===== config.mk =====
export PLATFORM = sky130hd
export DESIGN_NAME = sync_frame_tx_flat
export DESIGN_NICKNAME = d
export VERILOG_FILES = /design/src/rtl/sync_frame_tx_if.sv /design/src/rtl/sync_frame_tx.sv /design/src/flat_wrapper.sv
export SDC_FILE = /design/constraint.sdc
export NUM_CORES = 1
export LEC_CHECK = 0
export CAP_MARGIN = 20
export CORE_ASPECT_RATIO = 0.8
export CORE_UTILIZATION = 55
export CTS_CLUSTER_DIAMETER = 50
export DETAILED_ROUTE_END_ITERATION = 6
export PLACE_DENSITY = 0.82
export SLEW_MARGIN = 30
export SYNTH_ARGS = -nofsm -noshare
export SYNTH_HDL_FRONTEND = slang
export SYNTH_SLANG_ARGS = --single-unit

===== constraint.sdc =====
create_clock -name clk -period 3.38 [get_ports clk]
set_input_delay 0.676 -clock clk [delete_from_list [all_inputs] [get_ports clk]]
set_output_delay 0.676 -clock clk [all_outputs]
set_load 0.02 [all_outputs]

===== src/rtl/sync_frame_tx_if.sv =====
// sync_frame_tx_if
// Bundles the byte-source handshake and the serial line of sync_frame_tx.
//   bit_en    : bit-time strobe driven by the line pacing logic
//   in_data   : payload word, DATA_W bits
//   in_valid  : source has a word
//   in_ready  : transmitter can accept a word
//   tx_bit    : serial line bit
//   tx_frame  : line bit belongs to a frame (marker, payload, stuff or parity)
//   tx_stuff  : line bit is a stuff bit
// Modports: master = source/line side, slave = the transmitter.
interface sync_frame_tx_if #(
  parameter int DATA_W = 8
) ();

  logic              bit_en;
  logic [DATA_W-1:0] in_data;
  logic              in_valid;
  logic              in_ready;
  logic              tx_bit;
  logic              tx_frame;
  logic              tx_stuff;

  modport master (
    output bit_en,
    output in_data,
    output in_valid,
    input  in_ready,
    input  tx_bit,
    input  tx_frame,
    input  tx_stuff
  );

  modport slave (
    input  bit_en,
    input  in_data,
    input  in_valid,
    output in_ready,
    output tx_bit,
    output tx_frame,
    output tx_stuff
  );

endinterface


===== src/rtl/sync_frame_tx.sv =====
// sync_frame_tx
// Serial frame transmitter feeding the "0110" sequence detectors. A word taken
// over a valid/ready handshake is sent as the sync marker 0110 followed by the
// payload MSB-first. A stuff 1 is inserted whenever the last three line bits
// are 011, so the pattern 0110 can only complete on the final marker bit.
// Optional feature macro: SYNC_TX_PARITY_EN adds one even-parity bit after
// the payload (itself subject to stuffing).
// Ports:
//   clk  : clock
//   rst  : synchronous, active-high reset
//   bus  : sync_frame_tx_if.slave (bit_en, in_data, in_valid, in_ready,
//          tx_bit, tx_frame, tx_stuff)
module sync_frame_tx #(
  parameter int DATA_W = 8
) (
  input logic           clk,
  input logic           rst,
  sync_frame_tx_if.slave bus
);

  // Index must hold both the marker position (0..3) and the payload bit
  // position (DATA_W-1..0).
  localparam int IW = ($clog2(DATA_W) > 2) ? $clog2(DATA_W) : 2;

  localparam logic [3:0] SYNC_PAT = 4'b0110;

`ifdef SYNC_TX_PARITY_EN
  typedef enum logic [1:0] {IDLE, SYNC, DATA, PAR} state_t;
`else
  typedef enum logic [1:0] {IDLE, SYNC, DATA} state_t;
`endif

  state_t            state_q, state_d;
  logic [IW-1:0]     idx_q, idx_d;
  logic [DATA_W-1:0] shreg_q, shreg_d;
  logic [2:0]        hist_q, hist_d;
  logic              tx_bit_q, tx_bit_d;
  logic              tx_frame_q, tx_frame_d;
  logic              tx_stuff_q, tx_stuff_d;
`ifdef SYNC_TX_PARITY_EN
  logic              par_q, par_d;
`endif

  logic              accept;
  logic              real_bit;
  logic              stuff_needed;
  logic [1:0]        sync_sel;

  assign bus.in_ready = (state_q == IDLE);
  assign bus.tx_bit   = tx_bit_q;
  assign bus.tx_frame = tx_frame_q;
  assign bus.tx_stuff = tx_stuff_q;

  assign accept   = bus.in_valid && (state_q == IDLE);
  assign sync_sel = 2'd3 - idx_q[1:0];

  // The bit the current state would put on the line if no stuff were needed.
  always_comb begin
    real_bit = 1'b1;
    case (state_q)
      SYNC:    real_bit = SYNC_PAT[sync_sel];
      DATA:    real_bit = shreg_q[DATA_W-1];
`ifdef SYNC_TX_PARITY_EN
      PAR:     real_bit = par_q;
`endif
      default: real_bit = 1'b1;
    endcase
  end

  // Marker bit 3 is the intended detection point, so it is never stuffed even
  // though hist is always 011 in front of it.
  assign stuff_needed = (hist_q == 3'b011) && !((state_q == SYNC) && (idx_q == IW'(3)));

  // Next-state and line logic. Everything holds unless bit_en is high, apart
  // from the handshake, which is accepted on any cycle while idle.
  always_comb begin
    state_d    = state_q;
    idx_d      = idx_q;
    shreg_d    = shreg_q;
    hist_d     = hist_q;
    tx_bit_d   = tx_bit_q;
    tx_frame_d = tx_frame_q;
    tx_stuff_d = tx_stuff_q;
`ifdef SYNC_TX_PARITY_EN
    par_d      = par_q;
`endif

    if (bus.bit_en) begin
      if (state_q == IDLE) begin
        tx_bit_d   = 1'b1;
        tx_frame_d = 1'b0;
        tx_stuff_d = 1'b0;
        hist_d     = {hist_q[1:0], 1'b1};
      end else if (stuff_needed) begin
        // Stuff a 1 and retry the same real bit on the next bit time.
        tx_bit_d   = 1'b1;
        tx_frame_d = 1'b1;
        tx_stuff_d = 1'b1;
        hist_d     = {hist_q[1:0], 1'b1};
      end else begin
        tx_bit_d   = real_bit;
        tx_frame_d = 1'b1;
        tx_stuff_d = 1'b0;
        hist_d     = {hist_q[1:0], real_bit};
        case (state_q)
          SYNC: begin
            if (idx_q == IW'(3)) begin
              state_d = DATA;
              idx_d   = IW'(DATA_W - 1);
            end else begin
              idx_d = idx_q + IW'(1);
            end
          end
          DATA: begin
            shreg_d = {shreg_q[DATA_W-2:0], 1'b0};
            if (idx_q == '0) begin
`ifdef SYNC_TX_PARITY_EN
              state_d = PAR;
`else
              state_d = IDLE;
`endif
            end else begin
              idx_d = idx_q - IW'(1);
            end
          end
`ifdef SYNC_TX_PARITY_EN
          PAR: state_d = IDLE;
`endif
          default: state_d = IDLE;
        endcase
      end
    end

    // An accept on a bit_en cycle still lets the idle 1 above go out first;
    // the marker starts on the next bit_en.
    if (accept) begin
      state_d = SYNC;
      idx_d   = '0;
      shreg_d = bus.in_data;
`ifdef SYNC_TX_PARITY_EN
      par_d   = ^bus.in_data;
`endif
    end
  end

  // State and line registers; reset drops any frame in flight.
  always_ff @(posedge clk) begin
    if (rst) begin
      state_q    <= IDLE;
      idx_q      <= '0;
      shreg_q    <= '0;
      hist_q     <= 3'b111;
      tx_bit_q   <= 1'b1;
      tx_frame_q <= 1'b0;
      tx_stuff_q <= 1'b0;
`ifdef SYNC_TX_PARITY_EN
      par_q      <= 1'b0;
`endif
    end else begin
      state_q    <= state_d;
      idx_q      <= idx_d;
      shreg_q    <= shreg_d;
      hist_q     <= hist_d;
      tx_bit_q   <= tx_bit_d;
      tx_frame_q <= tx_frame_d;
      tx_stuff_q <= tx_stuff_d;
`ifdef SYNC_TX_PARITY_EN
      par_q      <= par_d;
`endif
    end
  end

endmodule


===== src/flat_wrapper.sv =====
// flat-port wrapper written by rule: the top's interface ports become plain ports
module sync_frame_tx_flat 
#(
  parameter int DATA_W = 8
)
  (clk, rst, bus_bit_en, bus_in_data, bus_in_valid, bus_in_ready, bus_tx_bit, bus_tx_frame, bus_tx_stuff);
  sync_frame_tx_if #(.DATA_W(DATA_W)) bus_i ();
  input logic clk;
  input logic rst;
  input wire logic [$bits(bus_i.bit_en)-1:0] bus_bit_en;
  input wire logic [$bits(bus_i.in_data)-1:0] bus_in_data;
  input wire logic [$bits(bus_i.in_valid)-1:0] bus_in_valid;
  output wire logic [$bits(bus_i.in_ready)-1:0] bus_in_ready;
  output wire logic [$bits(bus_i.tx_bit)-1:0] bus_tx_bit;
  output wire logic [$bits(bus_i.tx_frame)-1:0] bus_tx_frame;
  output wire logic [$bits(bus_i.tx_stuff)-1:0] bus_tx_stuff;
  assign bus_i.bit_en = bus_bit_en;
  assign bus_i.in_data = bus_in_data;
  assign bus_i.in_valid = bus_in_valid;
  assign bus_in_ready = bus_i.in_ready;
  assign bus_tx_bit = bus_i.tx_bit;
  assign bus_tx_frame = bus_i.tx_frame;
  assign bus_tx_stuff = bus_i.tx_stuff;
  sync_frame_tx #(.DATA_W(DATA_W)) u_core (.clk(clk), .rst(rst), .bus(bus_i));
endmodule

# Yosys cells after proc, flatten, opt, wreduce, memory -nomap -nowiden
# Index checks and enable logic that the tools add are counted.
# word_totals
romBits	0
n_memories	0
register_bits	19
latch_bits	0
inputBits	12
mem_bits_rw	0
elab_cells	64
# op_classes
bitwise	2
n_shift	0
n_eq_ne	11
n_mul	0
n_reduce_logical	14
div	0
n_lt_le_gt_ge	1
addsub	3
n_mux	25
# ops
operator	count
$mux W8	5
$reduce_and A5 Y1	3
$mux W1	12
$eq A3 B2 Y1 const B	2
$mux W3	2
$ne A2 B1 Y1 const B	3
$pmux W3 S2	1
$reduce_bool A2 Y1	3
$mux W2	2
$ne A2 B2 Y1 const B	2
$pmux W2 S2	1
$reduce_and A4 Y1	1
$add A3 B1 Y3 const B	1
$logic_and A1 B1 Y1	3
$logic_not A3 Y1	1
$lt A2 B3 Y1 const B	1
$ne A3 B1 Y1 const B	1
$ne A3 B2 Y1 const B	1
$sub A3 B1 Y3 const B	1
$bmux W1 S2	1
$eq A2 B1 Y1 const B	1
$eq A2 B2 Y1 const B	1
$logic_not A2 Y1	1
$not A1 Y1	2
other kinds (4)	4

# Depth between registers and ports, before layout
# depth
word_depth	8
depth_mapped	7
depth_no_buf	6

# Worst setup path before layout
# OpenSTA, ideal clock, no wires.
# synth_path
path_kind	input to register
startpoint	in bus_bit_en
endpoint	reg u_core.state_q[1]
setup_ps	70
path_stages	5
t_required_ps	3310
setup_slack_ps	1832
t_arrival_ps	1478
path_cell_list	buf_4 > and2b_1 > o21ai_2 > or3_1 > a21oi_1
# synth_between
elab_chain_cells	1
# synth_lines
item	line	text
start, declared	flat_wrapper.sv:10	input wire logic [$bits(bus_i.bit_en)-1:0] bus_bit_en;
$reduce_and A5 Y1 (no line)	n/a	
end signal, assigned	sync_frame_tx.sv:160	state_q <= state_d;
end, declared	sync_frame_tx.sv:33	state_t state_q, state_d;
# Every way passes these cells.
# A chain may end at the register's enable or synchronous reset.

# Final worst setup path
# layout_path
startpoint	reg u_core.state_q[0]
endpoint	out bus_in_ready
# layout_between
elab_chain_cells	1
# layout_lines
item	line	text
$logic_not A2 Y1	sync_frame_tx.sv:49	assign bus.in_ready = (state_q == IDLE);
end, declared	flat_wrapper.sv:13	output wire logic [$bits(bus_i.in_ready)-1:0] bus_in_ready;
# Every way passes these cells.

==> impl_results.md <==
* Count of flip-flops with a built-in enable after synthesis at 0
* Final max-slew violation count at 0
* Area of placed instances at roughly 0.0012 mm^2
* Top-level I/O count at 16
* DIE AREA at ~0.0020 mm^2
* Global-route wire length before repair at about 3400 um
* Worst Path Buf+Inv at 2
* Layout-stage area growth over the synthesis result at 16.5%
* Clock net sink count at 18
* Slew @ Worst Pin at around 530 ps
* Post-synthesis sequential area ratio at a little over a third
* Post-detail-place hpwl at between 1500 and 2000 um
* Outcome: complete, no violations
* Delay of the slowest cell on the worst path at approximately 650 ps
* Number of buffers inserted by port buffering at 15
* Post-cts repair resize count at 0
* Count of synthesis-stage warnings from yosys at 0
* Max Fanout on Critical Path at 7
* Post-Syn Area per Cell at roughly 8.3 um^2
* Setup violators final at 0
* Antenna Diode Count at 0
* CTS clk-pin slew, worst paths at about 100 ps
* Remaining antenna violation count at 0
* Setup repair after global routing missed its margin: false
* Leakage at about 0.00043 uW
* WL final at between 2000 and 2500 um
* Number of synthesized register bits at 18
* PD cells at 361 mW/mm^2
* Routed wire per std cell at between 10 and 15 um
* Number of maximum-capacitance violations at 0
* FF+latch area at about 360 um^2
* CTS Buffer Depth at 2
* Mean number of vias per cell at around 5.7
* Number of optimization iterations in the first detailed-route pass at 4
* Post-synth cell types at 33
* Via count at between 800 and 900
* Number of DRC violations after detailed-routing iteration 0 at 28
* Number of buffers created by CTS at 3
* Cells traversed along the worst timing path: inv_1 -> ha_1 -> clkdlybuf4s50_1
* Clock tree skew after final layout at between 2 and 2.5 ps
* Vias in the first global route at about 730
* Arrival time of the worst setup path at roughly 1700 ps
* Total number of H-tree levels at 1
* Fraction of final layout cells sized beyond drive strength 1 at between 4 and 5%
* Pin count of the biggest net entering global routing at 16
* Type of element capturing the critical path: primary output
* End-of-flow core utilization at about 70%
* Final Wtd Congestion at about 0.7
* Count of hold-fix buffers inserted at cts at 0
* Class of the most critical setup path: reg -> out
* Slowest stage cell on the critical path: sky130_fd_sc_hd__clkdlybuf4s50_1
* Proportion of synthesized flip-flops having asynchronous set or reset at 0%
* Worst Path Required at roughly 2700 ps
* Peak supply drop at 282 uV
* Cell at the root of the clock tree: sky130_fd_sc_hd__clkbuf_4
* Critical Path Source Type: flip-flop
* Clock tree from TritonCTS: done
* Total Nets Final at approximately 160
* Clock period minus final worst setup slack at between 2000 and 2500 ps
* Main area contributors after synthesis: sky130_fd_sc_hd__dfxtp_1, sky130_fd_sc_hd__ha_1, sky130_fd_sc_hd__nand2_1
* Core area at about 0.0017 mm^2
* Die X-Extent at between 40 and 50 um
* Filler cell count in the final layout at 139
* Relative slew slack at around 64%
* Post-CTS Setup Repair Bufs at 0
* Number of standard cells after synthesis at about 120
* Worst min-delay path category: reg -> reg
* Total routing usage reported by global routing at a little under a quarter
* Cell family with most CP delay: buffers and inverters
* Total global routing overflow at 0
* Final instance area at approximately 0.0012 mm^2
* Synth area leader: sky130_fd_sc_hd__dfxtp_1
* Layout Cells excl Fill at around 160
* Clk_lat worst skew at about 290 ps
* List of most frequent post-synthesis cells: sky130_fd_sc_hd__dfxtp_1, sky130_fd_sc_hd__nand2_1, sky130_fd_sc_hd__nor3_1
* Endpoints failing hold at 0
* Number of antenna violations at the first check in global routing at 0
* DRC Markers at 0
* Final worst path period share at around 69%
* Setup TNS Final at 0 ps
* Syn nets at ~140
* Starting utilization of the core area at 60.3%
* Area of the multi-input gates at 586 um^2
* Chip Height at ~40 um
* Netlist area before placement at between 0.001 and 0.0015 mm^2
* Area fraction of the dominant cell type after synthesis at between 30% and 40%
* Synth Flop Type: sky130_fd_sc_hd__dfxtp_1
* Achievable clock frequency at 0.430 GHz
* Number of rows in the core area at 13
* Inst Count DP at roughly 150
-- power by group --
group / switching [uW] / leakage [uW] / internal (uW)
Combinational: 45.1 / 0.000266 / 38.6
Clock: 66.5 / 0.0000138 / 41.5
Sequential: 7.48 / 0.000148 / 225
Total: 119 / 0.000428 / 305
-- tightest hold or removal path: stages, from the launching register on --
cell                      delay [ps]
sky130_fd_sc_hd__dfxtp_1         330
sky130_fd_sc_hd__nand3_1          60
sky130_fd_sc_hd__a21oi_1          60
-- cells by family (layout without fill, tap and decap cells) --
group	Yosys count	in the layout	synth area share (%)
simple gates	49	49	24.8
buf+inv	14	26	6.32
fa+ha+maj	7	7	8.67
compound gates	34	34	24.5
flops	18	18	35.7
-- state kept, by name (all words and copies together) (netlist names) --
name                 count
u_core.idx_q             3
u_core.bus.tx_frame      1
u_core.state_q           2
u_core.shreg_q           8
u_core.bus.tx_stuff      1
u_core.hist_q            3
-- per-stage QoR --
stage               hold slack, ps  setup slack (ps)  power (uW)
floorplan                      448              1830         292
global placement               459              1170         316
detailed placement             473              1090         319
CTS                            486              1040         424
global route                   509               958         444
finish                         487              1050         424
-- placed cells by master (no fill, tap or decap) --
cell type and count:
sky130_fd_sc_hd__a211o_1 2, sky130_fd_sc_hd__a211oi_1 2, sky130_fd_sc_hd__a21boi_0 1, sky130_fd_sc_hd__a21boi_4 1, sky130_fd_sc_hd__a21oi_1 7, sky130_fd_sc_hd__a22o_1 1, sky130_fd_sc_hd__a22oi_1 1, sky130_fd_sc_hd__a311oi_1 7
sky130_fd_sc_hd__a32oi_1 1, sky130_fd_sc_hd__and2_1 2, sky130_fd_sc_hd__and2b_1 3, sky130_fd_sc_hd__and3b_1 2, sky130_fd_sc_hd__clkbuf_4 3, sky130_fd_sc_hd__clkdlybuf4s50_1 15, sky130_fd_sc_hd__dfxtp_1 18, sky130_fd_sc_hd__ha_1 7
sky130_fd_sc_hd__inv_1 8, sky130_fd_sc_hd__nand2_1 18, sky130_fd_sc_hd__nand2_2 1, sky130_fd_sc_hd__nand2b_1 2, sky130_fd_sc_hd__nand3_1 3, sky130_fd_sc_hd__nand3b_1 3, sky130_fd_sc_hd__nor2_1 3, sky130_fd_sc_hd__nor2b_1 1
sky130_fd_sc_hd__nor3_1 10, sky130_fd_sc_hd__o21a_1 1, sky130_fd_sc_hd__o21ai_0 6, sky130_fd_sc_hd__o21ai_2 1, sky130_fd_sc_hd__o21bai_1 1, sky130_fd_sc_hd__o22ai_1 1, sky130_fd_sc_hd__o31ai_1 1, sky130_fd_sc_hd__or3_1 1
-- worst paths after layout --
check | start | endpoint | slack (ps) | depth (start not counted)
hold reg to reg | u_core.shreg_q[0] | u_core.shreg_q[0] | 490 | 2
setup reg to reg | u_core.idx_q[0] | u_core.shreg_q[2] | 1460 | 6
hold / removal | u_core.shreg_q[0] | u_core.shreg_q[0] | 490 | 2
setup / recovery | u_core.state_q[0] | bus_in_ready | 1050 | 3
-- routing by layer --
| layer | wire length (um) | part of all wire [%] | track usage (%) | vias up |
|---|---|---|---|---|
| met5 | 0 | 0 | 0 | - |
| met4 | 13 | 0.60 | 8.57 | 0 |
| met3 | 133 | 6.1 | 6.82 | 2 |
| met2 | 986 | 45 | 38.2 | 27 |
| met1 | 1040 | 48 | 31.5 | 406 |
| li1 | - | - | - | 458 |
-- cell type report --
class	count	area share (%)
tap	22	2.34
clock buffer	3	1.91
sequential	18	30.6
timing repair buffer	15	12.8
inverter	8	2.55
multi-input combinational	90	49.8
Note: power is estimated with default switching activity, not from simulation.
==> patch (same flow settings) <==
Reset style: asynchronous (`rst`), changed in one clocked block. Comments in the files are not updated.
--- a/src/rtl/sync_frame_tx.sv
+++ b/src/rtl/sync_frame_tx.sv
@@ -144,7 +144,7 @@
   end
 
   // State and line registers; reset drops any frame in flight.
-  always_ff @(posedge clk) begin
+  always_ff @(posedge clk or posedge rst) begin
     if (rst) begin
       state_q    <= IDLE;
       idx_q      <= '0;
Function: differs if rst is asserted again (counterexample within 4 cycles, from zero or initial values and one cycle with rst high); with rst held inactive, the same outputs for 10 cycles.
==> patch against the unedited design <==
Die area rose by 11%; synthesized cell count fell by 20%; final cell count fell by 14%; sequential cell count did not move; final area rose by 11%; setup slack got worse by 580 ps; wire length fell by 5.2%; area after synthesis rose by 12%; maximum frequency fell by 20%.
Power is not compared: it rests on default switching activity, and its combinational part moved more than twofold at a synthesized area within 25%.
==> patch: results (changes against the unedited design) <==
Clock network
  • Cts repair resizes: 0 (unchanged)
  • Clk root buf: clkbuf_4 (unchanged)
  • Setup bufs post-CTS: 0 (unchanged)
  • Clock buffer count from CTS: 3 (unchanged)
  • Clock latency on the worst-skew pair: 300 ps
  • Number of H-tree levels: 1 (unchanged)
  • Max clock buf depth: 2 (unchanged)

GRT
  • Number of global-route vias before repair: 764 (was 733)
  • First-pass GRT wire length: 3.57 mm (was 3.39 mm)
  • Initial antenna violation count: 0 (unchanged)
  • Largest net degree at the start of global routing: 19 (was 16)
  • Global Route Usage Sum: 0.228 (was 0.240)

Synth
  • Total number of yosys warnings: 0 (unchanged)
  • Ys async rst share: 1.00 (was 0)
  • Synth area leader: dfrtp_1 (was dfxtp_1)
  • Synth top area cells: dfrtp_1 33%, mux2_2 16%, ha_1 8.9% (was dfxtp_1 36%, ha_1 8.7%, nand2_1 6.7%)
  • Post-synthesis sequential area ratio: 0.402 (was 0.357)
  • Top post-synthesis cells by count: 16 x mux2_2, 15 x dfrtp_1, 9 x inv_1, 8 x ha_1, 5 x nand2_1 (was 18 x dfxtp_1, 18 x nand2_1, 10 x nor3_1, 8 x inv_1)
  • Synthesized net count: 117 (was 141)
  • Average size of a mapped cell: 11.6 sq um (was 8.28 sq um)
  • Unique cell type count in the Yosys netlist: 38 (was 33)

Placed design
  • Placed Instance Area: 1260 sq um (was 1150 sq um)
  • Final Wtd Congestion: 0.876 (was 0.718)
  • Placed insts: 130 (was 153)
  • Post-DP HPWL: 1.54 mm (was 1.55 mm)
  • Setup WS pre-CTS: 832 ps (was 1090 ps)
  • IO Port Bufs: 15 (unchanged)

Detailed routing
  • First-pass DRT Iterations: 4 (unchanged)
  • Post-DR vias/cell: 5.87 (was 5.72)
  • Wire per inst: 15.4 um (was 13.9 um)
  • DR iter-0 viols: 13 (was 28)
  • DR vias: 787 (was 893)

STA
  • Rel. slew slack: 0.510 (was 0.642)
  • Pins Over Slew Limit: 0 (unchanged)
  • Layout Skew: 2.15 ps (was 2.41 ps)

Pwr
  • Maximum vdd drop: 0.000676 V
  • Leak: 0.548 nW

Worst setup path
  • CP max FO: 17 (was 7)
  • Arrival time worst endpoint: 2230 ps (was 1650 ps)
  • Max stage delay on crit path: 740 ps (was 650 ps)
  • Cell family with most CP delay: buffers and inverters (unchanged)

Cells and area
  • N_diodes: 0 (unchanged)
  • Regs by FF count: u_core.shreg_q (8), u_core.hist_q (3), u_core.idx_q (3) (unchanged)
  • Reg with most FFs: u_core.shreg_q (unchanged)
  • Layout cells sized above 1: 0.273 (was 0.0448)

Run status
  • Outcome: complete, no violations (unchanged)

Worst hold path
  • Worst min path class: flip-flop to flip-flop (unchanged)
-- patch: routing by layer --
layer	up-vias	GRT usage	wire length [um]
met5	-	0	0
met4	0	0.0474	7
met3	2	0.0761	137
met2	27	0.332	933
met1	379	0.329	981
li1	379	-	-
-- patch: cell type report --
type | count | area [sq um]
fillers | 151 | 609
clock buffers | 4 | 36.3
well taps | 24 | 30.0
multi-input cells | 64 | 596
repair buffers | 15 | 150
flip-flops and latches | 18 | 454
inverters | 9 | 33.8
-- patch: worst paths after layout --
path | depth (start not counted) | to | slack (ps) | from
worst max-delay path | 3 | bus_in_ready | 470 | u_core.state_q[0]$_DFFE_PP0P_
worst min-delay path | 1 | u_core.shreg_q[3]$_DFFE_PP0P_ | 510 | u_core.shreg_q[3]$_DFFE_PP0P_
worst max register to register | 6 | u_core.shreg_q[4]$_DFFE_PP0P_ | 1110 | u_core.idx_q[0]$_DFFE_PP0P_
worst min register to register | 1 | u_core.shreg_q[3]$_DFFE_PP0P_ | 510 | u_core.shreg_q[3]$_DFFE_PP0P_
max in group asynchronous | 2 | u_core.shreg_q[4]$_DFFE_PP0P_ | 2190 | rst
min in group asynchronous | 2 | u_core.shreg_q[7]$_DFFE_PP0P_ | 770 | rst
-- patch: logic make-up after synthesis --
logic type | count (synthesis) | share of synthesized area
AO/OA/AOI/OAI | 19 | 0.157
multiplexers | 17 | 0.168
buffers and inverters | 15 | 0.0709
flip-flops | 18 | 0.402
XOR/XNOR | 1 | 0.00775
adder cells (fa/ha/maj) | 8 | 0.0886
AND/OR/NAND/NOR | 19 | 0.105
-- patch: report_power, final --
part	internal (mW)	total, mW	switching [mW]
registers	0.316	0.373	0.0577
logic	0.295	0.605	0.310
clock network	0.0658	0.133	0.0674
total	0.677	1.11	0.435
